===== src/rtl/stroke_painter.sv =====
// rtl/stroke_painter.sv - square-brush stroke rasteriser with clipping; optional eraser via STROKE_PAINTER_ERASER_EN
module stroke_painter #(
    parameter int H_RES = 640,
    parameter int V_RES = 480
) (
`ifdef STROKE_PAINTER_ERASER_EN
    input  logic        erase_in,
`endif
    input  logic        clk_in,
    input  logic        rst_n_in,
    input  logic        nf_in,
    input  logic        draw_in,
    input  logic [9:0]  cursor_loc_x,
    input  logic [8:0]  cursor_loc_y,
    input  logic [3:0]  cursor_color,
    input  logic [2:0]  stroke_width,
    output logic [18:0] fb_addr_out,
    output logic [3:0]  fb_data_out,
    output logic        fb_we_out,
    output logic        busy_out,
    output logic        done_out
);

    typedef enum logic [1:0] {IDLE, PAINT, DONE} state_t;

    state_t      state, state_nx;
    logic [9:0]  x0;
    logic [8:0]  y0;
    logic [3:0]  color;
    logic [2:0]  wm1;
    logic [2:0]  dx, dy, dx_nx, dy_nx;
    logic [9:0]  bx;
    logic [8:0]  by;
    logic [2:0]  ox, oy;
    logic [10:0] px;
    logic [9:0]  py;
    logic        latch, pos_ld, busy_nx, done_nx, in_range;
    logic [18:0] addr_nx;
    logic [3:0]  data_nx;
`ifdef STROKE_PAINTER_ERASER_EN
    logic        erase_q;
`endif

    // The position that will be on the outputs next cycle is formed here, so
    // the first position leaves on the very edge that accepts the trigger.
    always_comb begin
        state_nx = state;
        dx_nx    = dx;
        dy_nx    = dy;
        bx       = x0;
        by       = y0;
        ox       = dx;
        oy       = dy;
        latch    = 1'b0;
        pos_ld   = 1'b0;
        busy_nx  = 1'b0;
        done_nx  = 1'b0;
        case (state)
            IDLE: begin
                if (nf_in && draw_in) begin
                    state_nx = PAINT;
                    latch    = 1'b1;
                    pos_ld   = 1'b1;
                    busy_nx  = 1'b1;
                    dx_nx    = 3'd0;
                    dy_nx    = 3'd0;
                    bx       = cursor_loc_x;
                    by       = cursor_loc_y;
                    ox       = 3'd0;
                    oy       = 3'd0;
                end
            end
            PAINT: begin
                if (dx == wm1 && dy == wm1) begin
                    state_nx = DONE;
                    done_nx  = 1'b1;
                    dx_nx    = 3'd0;
                    dy_nx    = 3'd0;
                end else begin
                    pos_ld  = 1'b1;
                    busy_nx = 1'b1;
                    if (dx == wm1) begin
                        dx_nx = 3'd0;
                        dy_nx = dy + 3'd1;
                    end else begin
                        dx_nx = dx + 3'd1;
                    end
                    ox = dx_nx;
                    oy = dy_nx;
                end
            end
            DONE:    state_nx = IDLE;
            default: state_nx = IDLE;
        endcase
    end

    always_comb begin
        px       = {1'b0, bx} + {8'd0, ox};
        py       = {1'b0, by} + {7'd0, oy};
        in_range = (32'(px) < H_RES) && (32'(py) < V_RES);
        addr_nx  = 19'(py) * 19'(H_RES) + 19'(px);
`ifdef STROKE_PAINTER_ERASER_EN
        if (latch) data_nx = erase_in ? 4'h0 : cursor_color;
        else       data_nx = erase_q  ? 4'h0 : color;
`else
        data_nx = latch ? cursor_color : color;
`endif
    end

    always_ff @(posedge clk_in) begin
        if (!rst_n_in) begin
            state       <= IDLE;
            x0          <= '0;
            y0          <= '0;
            color       <= '0;
            wm1         <= '0;
            dx          <= '0;
            dy          <= '0;
            fb_addr_out <= '0;
            fb_data_out <= '0;
            fb_we_out   <= 1'b0;
            busy_out    <= 1'b0;
            done_out    <= 1'b0;
`ifdef STROKE_PAINTER_ERASER_EN
            erase_q     <= 1'b0;
`endif
        end else begin
            state     <= state_nx;
            dx        <= dx_nx;
            dy        <= dy_nx;
            busy_out  <= busy_nx;
            done_out  <= done_nx;
            fb_we_out <= pos_ld && in_range;
            if (latch) begin
                x0    <= cursor_loc_x;
                y0    <= cursor_loc_y;
                color <= cursor_color;
                wm1   <= stroke_width;
`ifdef STROKE_PAINTER_ERASER_EN
                erase_q <= erase_in;
`endif
            end
            if (pos_ld) begin
                fb_addr_out <= addr_nx;
                fb_data_out <= data_nx;
            end
        end
    end

endmodule


===== config.mk =====
export PLATFORM = sky130hd
export DESIGN_NAME = stroke_painter
export DESIGN_NICKNAME = d
export VERILOG_FILES = /design/src/rtl/stroke_painter.sv
export SDC_FILE = /design/constraint.sdc
export NUM_CORES = 1
export LEC_CHECK = 0
export ABC_CLOCK_PERIOD_IN_PS = 5000
export BUFFER_PORTS_ARGS = -buffer_cell sky130_fd_sc_hd__buf_2
export CAP_MARGIN = 20
export CORE_MARGIN = 3
export CORE_UTILIZATION = 52
export CTS_CLUSTER_DIAMETER = 100
export CTS_CLUSTER_SIZE = 30
export DETAILED_ROUTE_END_ITERATION = 8
export GPL_TIMING_DRIVEN = 0
export PLACE_DENSITY = 0.86
export SYNTH_ARGS = -nofsm -noshare
export SYNTH_HDL_FRONTEND = slang
export SYNTH_SLANG_ARGS = --single-unit

===== constraint.sdc =====
create_clock -name clk_in -period 5 [get_ports clk_in]
set_input_delay 0.5 -clock clk_in [delete_from_list [all_inputs] [get_ports clk_in]]
set_output_delay 0.5 -clock clk_in [all_outputs]
set_load 0.01 [all_outputs]

==> run_results.csv <==
group,metric,value,unit
layout,nFillCells,542,
sta,finalCritPeriodShare,96.6,%
sta,skew,6.90,ps
hold_path,hp-class,"in -> reg",
floorplanning,fp.dieH,92.3,um
floorplanning,core_area,0.00702,sq mm
clock_tree,clk_pin_slew,70,ps
synth,synth-edff-count,0,
status,status,"complete, no violations",
sta,slew_violations,0,
synth,syn-cell-area,0.00387,sq mm
worst_setup_path,worstSetupPathType,"reg -> reg",
synth,synth_cells,455,
worst_setup_path,crit_path_top_delay_cell,"dfxtp_1",
placement,io_buffer_count,55,
layout,n_antenna_cell,0,
worst_setup_path,crit_family,"simple AND/OR/NAND/NOR gates",
worst_setup_path,critPathRequiredTime,5230,ps
worst_setup_path,worst_setup_path_start_kind,"flop",
sta,final-hold-violation-count,0,
worst_setup_path,crit_chain,"xor2_1 -> nor3_4 -> buf_4 -> nand2b_1 -> nand2_1 -> nand2_1 -> and2_1 -> inv_1 -> ha_1 -> a21o_1 -> a21oi_4 -> xor2_1 -> ha_1 -> ha_1 -> inv_1 -> fa_1 -> nor2b_2 -> o21ai_0 -> a21oi_2 -> and4_1 -> nor4b_2 -> xnor2_1 -> o21ai_0",
clock_tree,cts.sinks,60,
clock_tree,h-tree-depth,3,
grt,grt_max_degree,20,
routing,firstDrtPassIters,4,
pwr,power.leakage,0.00215,uW
synth,ys_ff_latch,60,
clock_tree,clockBufferDepth,2,
layout,layout.nets,585,
layout,multi_input_area,0.00265,sq mm
routing,drt_iter0_drc,205,
pwr,powerDensity,294,mW/mm^2
synth,syn_area_per_cell,8.51,sq um
synth,synthArstFlopShare,0,%
worst_setup_path,cp_common_cell,"ha_1",
sta,slew_headroom,59.8,%
layout,syn2layout_area_growth,20.6,%
grt,grt_pass1_vias,3274,
job,maxCapViolations,0,
floorplanning,start_util,55.2,%
sta,tns,0,ps
clock_tree,cts_tree,"built",
routing,num_vias,3497,
worst_setup_path,cp_max_fo,6,
sta,finalSetupViolations,0,
clock_tree,insertion_delay,350,ps
grt,antenna_found_initial,0,
placement,gp_congestion,0.919,
floorplanning,core.rowCount,30,
pwr,ir_worst_vdd,0.251,mV
clock_tree,root_buffer,"clkbuf_8",
sta,tightest_slew,592,ps
layout,seq_area,0.00120,sq mm
synth,synth_nets,517,
clock_tree,ctsHoldBuffers,0,
sta,fmax,207,MHz
floorplanning,die_w,92.3,um
placement,dp_hpwl,6.90,mm
worst_setup_path,endpoint_kind,"flop",
routing,drc,0,
synth,yosysWarnings,0,
sta,period_needed,4830,ps
floorplanning,ios,56,
routing,wirelength,9.63,mm
worst_setup_path,slowest_delay,440,ps
worst_setup_path,worst-endpoint-arrival,5060,ps
floorplanning,dieArea,0.00852,sq mm
clock_tree,numCtsBuffers,9,
routing,ant_nets,0,
routing,wl_per_cell,15.4,um
layout,drive_gt1_share,21.6,%
synth,synth_cell_types,58,
layout,final_core_util,66.5,%
grt,global_route.usage.total,22.3,%
routing,viasPerCell,5.60,
grt,grt_pass1_wl,15.2,mm
sta,hold_ws,399,ps
synth,synthFlopType,"dfxtp_1",
worst_setup_path,critical_path_buf_inv_count,3,
grt,grt_overflow,0,
synth,seq_area_frac_synth,31.0,%
[worst min-delay path: cells and delay by family]
family,cells,cell delay [ps]
buffers and inverters,1,100
and+or+nand+nor,1,40
AOI/OAI and AO/OA,1,70
[logic make-up (layout without fill, tap and decap cells)]
logic type	Yosys count	after routing	synth area share, %
AO/OA/AOI/OAI	102	102	18.5
XOR/XNOR	35	35	7.92
adder cells (fa/ha/maj)	32	32	11.1
buffers and inverters	38	111	4.27
flip-flops	60	60	31.0
multiplexers	18	18	5.07
AND/OR/NAND/NOR	170	170	22.1
[stage by stage]
step | std cells | setup slack (ps) | area [sq um] | total power [uW]
global route | 624 | -103 | 4670 | 1440
detailed placement | 606 | -1020 | 4270 | 853
floorplan | 455 | 72.7 | 3870 | 759
CTS | 620 | 24.4 | 4530 | 1350
finish | 624 | 168 | 4670 | 1370
global placement | 606 | -774 | 4270 | 841
[registers in the layout, summed over array words and instances, names as in the netlist]
| name | flops |
|---|---|
| fb_addr_out | 19 |
| x0 | 10 |
| y0 | 9 |
| color | 4 |
| fb_data_out | 4 |
| dx | 3 |
| dy | 3 |
| wm1 | 3 |
| state | 2 |
| busy_out | 1 |
| done_out | 1 |
| fb_we_out | 1 |
[power by group]
part           total [uW]  switching [uW]  leakage (uW)  internal, uW
Clock                 498             204      0.000113           294
Combinational         345             202       0.00155           143
Sequential            531            18.9      0.000490           512
[cell usage after synthesis, drive strengths merged (5+ instances only)]
cell	n	area, sq um
nand2	77	289
dfxtp	60	1200
ha	28	350
o21ai	23	115
inv	20	75.1
nor2b	20	125
nor2	19	71.3
xnor2	19	166
a21boi	18	135
a21oi	18	90.1
mux2i	18	196
xor2	16	140
and2	14	87.6
clkbuf	10	37.5
o211a	9	90.1
buf	8	52.6
nand3	8	40.0
a21o	6	45.0
nor3	6	35.0
nand4	5	46.3
[what timing repair did]
| action | 4_1_cts | 5_1_grt |
|---|---|---|
| setup endpoints to repair | 8 | 7 |
| gates cloned | 0 | 0 |
| pin swaps | 0 | 9 |
| setup buffers | 0 | 4 |
| gates resized for setup | 10 | 25 |
[cell usage in the layout (no fill, tap or decap), types with 5 or more instances in the layout]
master	n
ha_1	28
buf_4	5
clkbuf_1	8
xor2_1	16
o211a_1	9
buf_2	57
a21oi_1	14
nand3_1	8
mux2i_1	15
clkbuf_8	10
inv_1	20
and2_1	13
dfxtp_1	60
nor2_1	17
xnor2_1	18
o21ai_0	22
nand2_1	77
nor2b_1	17
a21boi_0	18
a21o_1	6
[routing by layer]
metal,track usage (%),share of wire [%],vias to the layer above
met4,7.18,1.4,0
met1,28.1,44,1646
met5,0,0,-
met3,5.91,5.5,15
met2,37.0,49,119
li1,-,-,1717
[final timing paths]
kind                                     from                      endpoint  slack (ps)  cells after the start
setup reg to reg           dx[2]$_SDFFE_PN0N_  fb_addr_out[18]$_SDFFE_PN0P_         170                     23
hold reg to reg   fb_addr_out[6]$_SDFFE_PN0P_   fb_addr_out[6]$_SDFFE_PN0P_         460                      2
setup / recovery           dx[2]$_SDFFE_PN0N_  fb_addr_out[18]$_SDFFE_PN0P_         170                     23
hold / removal                stroke_width[0]           wm1[0]$_SDFFE_PN0P_         400                      3
[final cells by class]
class / count / share of cell area (%)
plain buffers: 16 / 1.96
flip-flops and latches: 60 / 25.7
inverters: 20 / 1.61
well taps: 96 / 2.57
clock inverters: 6 / 1.85
clock buffers: 10 / 2.95
multi-input cells: 357 / 56.8
repair buffers: 59 / 6.54
Note: power is estimated with default switching activity, not from simulation.
